--- config.mk ---
export PLATFORM = sky130hd
export DESIGN_NAME = reg_wr_arbiter
export DESIGN_NICKNAME = d
export VERILOG_FILES = /design/src/rtl/reg_wr_arbiter.sv
export SDC_FILE = /design/constraint.sdc
export NUM_CORES = 1
export LEC_CHECK = 0
export CORE_ASPECT_RATIO = 1.4
export CORE_MARGIN = 1.5
export CORE_UTILIZATION = 40
export DETAILED_ROUTE_END_ITERATION = 10
export HOLD_SLACK_MARGIN = 0.05
export PLACE_DENSITY = 0.85
export SLEW_MARGIN = 25
export SYNTH_ARGS = -nofsm -noshare
export SYNTH_HDL_FRONTEND = slang
export SYNTH_SLANG_ARGS = --single-unit
--- constraint.sdc ---
create_clock -name Clock -period 2.2 [get_ports Clock]
set_clock_uncertainty 0.15 [all_clocks]
set_input_delay 0.33 -clock Clock [delete_from_list [all_inputs] [get_ports Clock]]
set_output_delay 0.33 -clock Clock [all_outputs]
set_load 0.01 [all_outputs]
--- src/rtl/reg_wr_arbiter.sv ---
// Round-robin arbiter sharing the register file write port between two writeback requesters.
// Define REG_WR_ARB_CLEAR_EN to zero registers 0..NREG-1 after reset before accepting traffic.
module reg_wr_arbiter #(
   parameter int n    = 32,
   parameter int NREG = 32
) (
   input  logic         Clock,
   input  logic         Resetn,
   input  logic         req0_valid,
   input  logic [4:0]   req0_addr,
   input  logic [n-1:0] req0_data,
   output logic         req0_ready,
   input  logic         req1_valid,
   input  logic [4:0]   req1_addr,
   input  logic [n-1:0] req1_data,
   output logic         req1_ready,
   output logic [4:0]   Rw,
   output logic [n-1:0] busW,
   output logic         RegWr,
   output logic         grant_id,
   output logic         busy
);

   if (NREG < 1 || NREG > 32) begin : g_nreg_chk
      $error("reg_wr_arbiter: NREG must be in 1..32");
   end

   logic last;
   logic run;
   logic accept;
   logic winner;

`ifdef REG_WR_ARB_CLEAR_EN
   typedef enum logic {CLR, RUN} state_t;
   localparam logic [4:0] LASTREG = 5'(NREG - 1);

   state_t     state, state_nxt;
   logic [4:0] cnt, cnt_nxt;

   always_ff @(posedge Clock or negedge Resetn) begin
      if (!Resetn) begin
         state <= CLR;
         cnt   <= '0;
      end else begin
         state <= state_nxt;
         cnt   <= cnt_nxt;
      end
   end

   always_comb begin
      state_nxt = state;
      cnt_nxt   = cnt;
      if (state == CLR) begin
         cnt_nxt = cnt + 5'd1;
         if (cnt == LASTREG) state_nxt = RUN;
      end
   end

   assign busy = (state == CLR);
   assign run  = Resetn & (state == RUN);
`else
   assign busy = 1'b0;
   assign run  = Resetn;
`endif

   // last==1 means req1 won most recently, so req0 takes the next contention
   assign req0_ready = run & req0_valid & (~req1_valid | last);
   assign req1_ready = run & req1_valid & (~req0_valid | ~last);
   assign accept     = req0_ready | req1_ready;
   assign winner     = req1_ready;

   always_ff @(posedge Clock or negedge Resetn) begin
      if (!Resetn) begin
         RegWr    <= 1'b0;
         Rw       <= '0;
         busW     <= '0;
         grant_id <= 1'b0;
         last     <= 1'b1;
      end else begin
         RegWr <= 1'b0;
`ifdef REG_WR_ARB_CLEAR_EN
         if (busy) begin
            RegWr <= 1'b1;
            Rw    <= cnt;
            busW  <= '0;
         end else
`endif
         if (accept) begin
            RegWr    <= 1'b1;
            Rw       <= winner ? req1_addr : req0_addr;
            busW     <= winner ? req1_data : req0_data;
            grant_id <= winner;
            last     <= winner;
         end
      end
   end

endmodule

# Word-level counts from Yosys, hierarchy flattened
# Index checks and enable logic that the tools add are counted.
[totals]
ff_bits = 40
in_bits = 78
out_inout_bits = 42
elab_cells = 18
[classes]
n_mux = 3
bitwise = 10
[ops]
columns = ["cell", "count"]
rows = [
  ["two-way mux 32 bit", 1],
  ["two-way mux 5 bit", 1],
  ["AND 1 bit", 4],
  ["NOT 1 bit", 3],
  ["OR 1 bit", 3],
  ["two-way mux 1 bit", 1],
]

# Depth between registers and ports, before layout
[depth]
depth_word = 5
depth_mapped = 5
ltp_nobuf = 3

# Worst setup path before layout
# No wires, ideal clock.
[synth_timing]
path_kind = "flip-flop to output port"
startpoint = "register last"
endpoint = "output port req1_ready"
arrival_time_ps = 915
t_required_ps = 1720
path_slack_ps = 805
stages_incl_launch_ff = 4
path_buffers = 1
path_cell_list = "dfstp_2 and2_4 buf_2 nor2_1"
[synth_between]
elab_chain_len = 3
[synth_rtl]
columns = ["item", "line", "text"]
rows = [
  ["start, declared", "28", "logic last;"],
  ["start signal, assigned", "93", "last <= winner;"],
  ["NOT 1 bit", "68", "assign req1_ready = run & req1_valid & (~req0_valid | ~last);"],
  ["OR 1 bit", "68", ""],
  ["AND 1 bit", "68", ""],
  ["end, declared", "16", "output logic req1_ready,"],
]
# Every way passes these cells.

# Worst setup path after layout
[layout_timing]
startpoint = "input port req1_valid"
endpoint = "output port req1_ready"
[layout_between]
elab_chain_len = 2
[layout_rtl]
columns = ["item", "line", "text"]
rows = [
  ["start, declared", "13", "input logic req1_valid,"],
  ["AND 1 bit (2 in series)", "68", ""],
]
# Every way passes these cells.

==> metrics.yaml <==
initial_utilization_pct: 41.5
hold_end: "last"
maxSlewViolCount: 0
end_kind: "output pin"
ys_types: 22
hold_viol: 0
cts_sinks: 40
worstPathMaxFanout: 4
netlist_area_um2: 1990
die_x_um: 62.7
io_buffers: 118
clk_path_buf_depth: 2
htreeDepth: 2
layout_common_cells: "116 x clkdlybuf4s50_1, 39 x dfrtp_1, 38 x nor2_1"
drt-pass1-iter-count: 4
postCtsSetupBuffers: 0
num_rows: 30
grt.overflow.total: 0
finalInstanceArea_um2: 3270
die_area_um2: 5420
vias_per_cell: 5.26
grt_usage_pct: 23.1
start_kind: "input pin"
final_cell_count_no_fill: 403
cts_tree: "done"
min_period_over_period_pct: 95.3
die_h_um: 86.6
ys_seq_elements: 40
grt_setup_unrepaired: "no"
avgSynthCellArea_um2: 8.82
dp.cells: 394
numCtsBuffers: 5
worstPathArrival_ns: 1.62
p_leak_nw: 1.27
setup_viol: 0
antenna_found_initial: 0
grt_max_degree: 76
place_congestion: 0.811
dpl_cell_area_um2: 3160
fin_nets: 416
wl_mm: 6.14
ff2ff_setup_slack_ns: 0.53
min_path_cells: 4
syn_to_final_growth_pct: 63.9
fin_tns_setup_ns: 0
outcome: "finished, final reports clean"
yosys_warnings: 0
core_area_um2: 4800
clk_latency_ns: 0.28
r2r-end: "busW[17]"
p_per_area_nw_per_um2: 640
vdd.ir_drop.worst_mv: 0.374
num_vias: 2121
grt_pass1_vias: 2012
drt_iter0_markers: 103
post-route-drc-count: 0
regToRegStartpoint: "last"
ff2ff_path_depth: 4
routedWlPerCell_um: 15.2
clockRootBuffer: "clkbuf_8"
grt_pass1_wl_mm: 9.83
netlist_instances: 226
ant_nets: 0
drv_cap: 0
crit_type: "input pin to output pin"
ys_seq_area_share_pct: 50.3
drive_above_1_share_pct: 7.08
finalCriticalPeriod_ns: 2.10
hold_path_class: "input pin to register"
hpwl_mm: 4.26
max_freq_mhz: 477
whs_ns: 0.223
io_pins: 120
final_common_cell: "clkdlybuf4s50_1"
syn_nets: 304
clk_pin_slew_ns: 0.08
critical_path_required_ns: 1.72
num_antenna_cells: 0
min-delay-start: "Resetn"
-- power breakdown --
part / total, mW / switching [mW] / leakage [nW] / internal [mW]
Combinational: 0.695 / 0.303 / 0.771 / 0.392
Clock: 0.498 / 0.247 / 0.0510 / 0.250
Sequential: 0.899 / 0.0574 / 0.448 / 0.842
Total: 2.09 / 0.608 / 1.27 / 1.48
-- repair_timing --
item / in CTS / in global routing
resized for setup: 0 / 1
hold buffers: 1 / 0
endpoints found under the setup margin: 0 / 1
endpoints found under the hold margin: 18 / 0
-- stage by stage --
| step | power [mW] | utilization [%] | setup WS, ns |
|---|---|---|---|
| 2_1_floorplan | 1.20 | - | 0.805 |
| 3_3_place_gp | 1.59 | 65.8 | 0.111 |
| 3_5_place_dp | 1.61 | 65.8 | 0.0684 |
| 4_1_cts | 2.11 | 68.0 | 0.0481 |
| 5_1_grt | 2.22 | 68.0 | 0.0322 |
| 6_report | 2.09 | 68.0 | 0.104 |
-- critical path, cell delays in order --
cell	delay (ns)
clkdlybuf4s50_1	0.54
nand2_1	0.09
nor2_1	0.11
clkdlybuf4s50_1	0.54
-- cell usage after synthesis --
| cell | n | share of area [%] |
|---|---|---|
| o21ai_1 | 19 | 4.8 |
| clkbuf_1 | 2 | 0.38 |
| and2_1 | 1 | 0.31 |
| o21a_2 | 1 | 0.44 |
| a31oi_1 | 37 | 12 |
| dfstp_2 | 1 | 1.3 |
| o22ai_1 | 1 | 0.31 |
| dfrtp_1 | 39 | 49 |
| buf_8 | 1 | 0.75 |
| nand3_1 | 37 | 9.3 |
| o21ai_2 | 1 | 0.44 |
| nand2_1 | 3 | 0.56 |
| inv_1 | 2 | 0.38 |
| conb_1 | 1 | 0.19 |
| nor2_1 | 38 | 7.2 |
| o21ai_0 | 18 | 4.5 |
| nand2_2 | 1 | 0.31 |
| a21oi_1 | 1 | 0.25 |
| and2_4 | 1 | 0.44 |
| buf_2 | 11 | 2.8 |
| buf_4 | 4 | 1.5 |
| buf_6 | 6 | 3.4 |
-- registers in the layout, indices dropped and copies added, names as in the netlist --
register,count
grant_id,1
Rw,5
RegWr,1
busW,32
last,1
-- worst max-delay path by stage --
stage	endpoint	cells after the start	from
floorplan	req1_ready	3	last
global placement	req0_ready	4	req0_valid
detailed placement	req0_ready	4	req0_valid
CTS	req0_ready	3	last
global route	req1_ready	4	req1_valid
finish	req1_ready	4	req1_valid
-- logic make-up (layout without fill, tap and decap cells) --
family,Yosys count,after routing,synth area share (%)
simple gates,81,81,18.1
compound gates,78,78,22.3
flops,40,40,50.3
buf+inv,26,139,9.16
other cells,1,1,0.188
-- final cells by class --
class | count | area [µm²]
clock buffer | 6 | 82.6
tap | 64 | 80.1
sequential | 40 | 1000
timing repair buffer | 129 | 1280
multi-input combinational | 160 | 810
clock inverter | 2 | 10.0
fill | 408 | 1540
inverter | 2 | 7.51
-- layer usage --
layer / share of wire (%) / global-route usage [%] / vias up
met2: 55 / 41.7 / 67
met4: 2.9 / 9.70 / 0
met3: 3.5 / 4.03 / 16
met5: 0 / 0 / -
li1: - / - / 1027
met1: 39 / 27.1 / 1011
(Power assumes the default switching activity.)
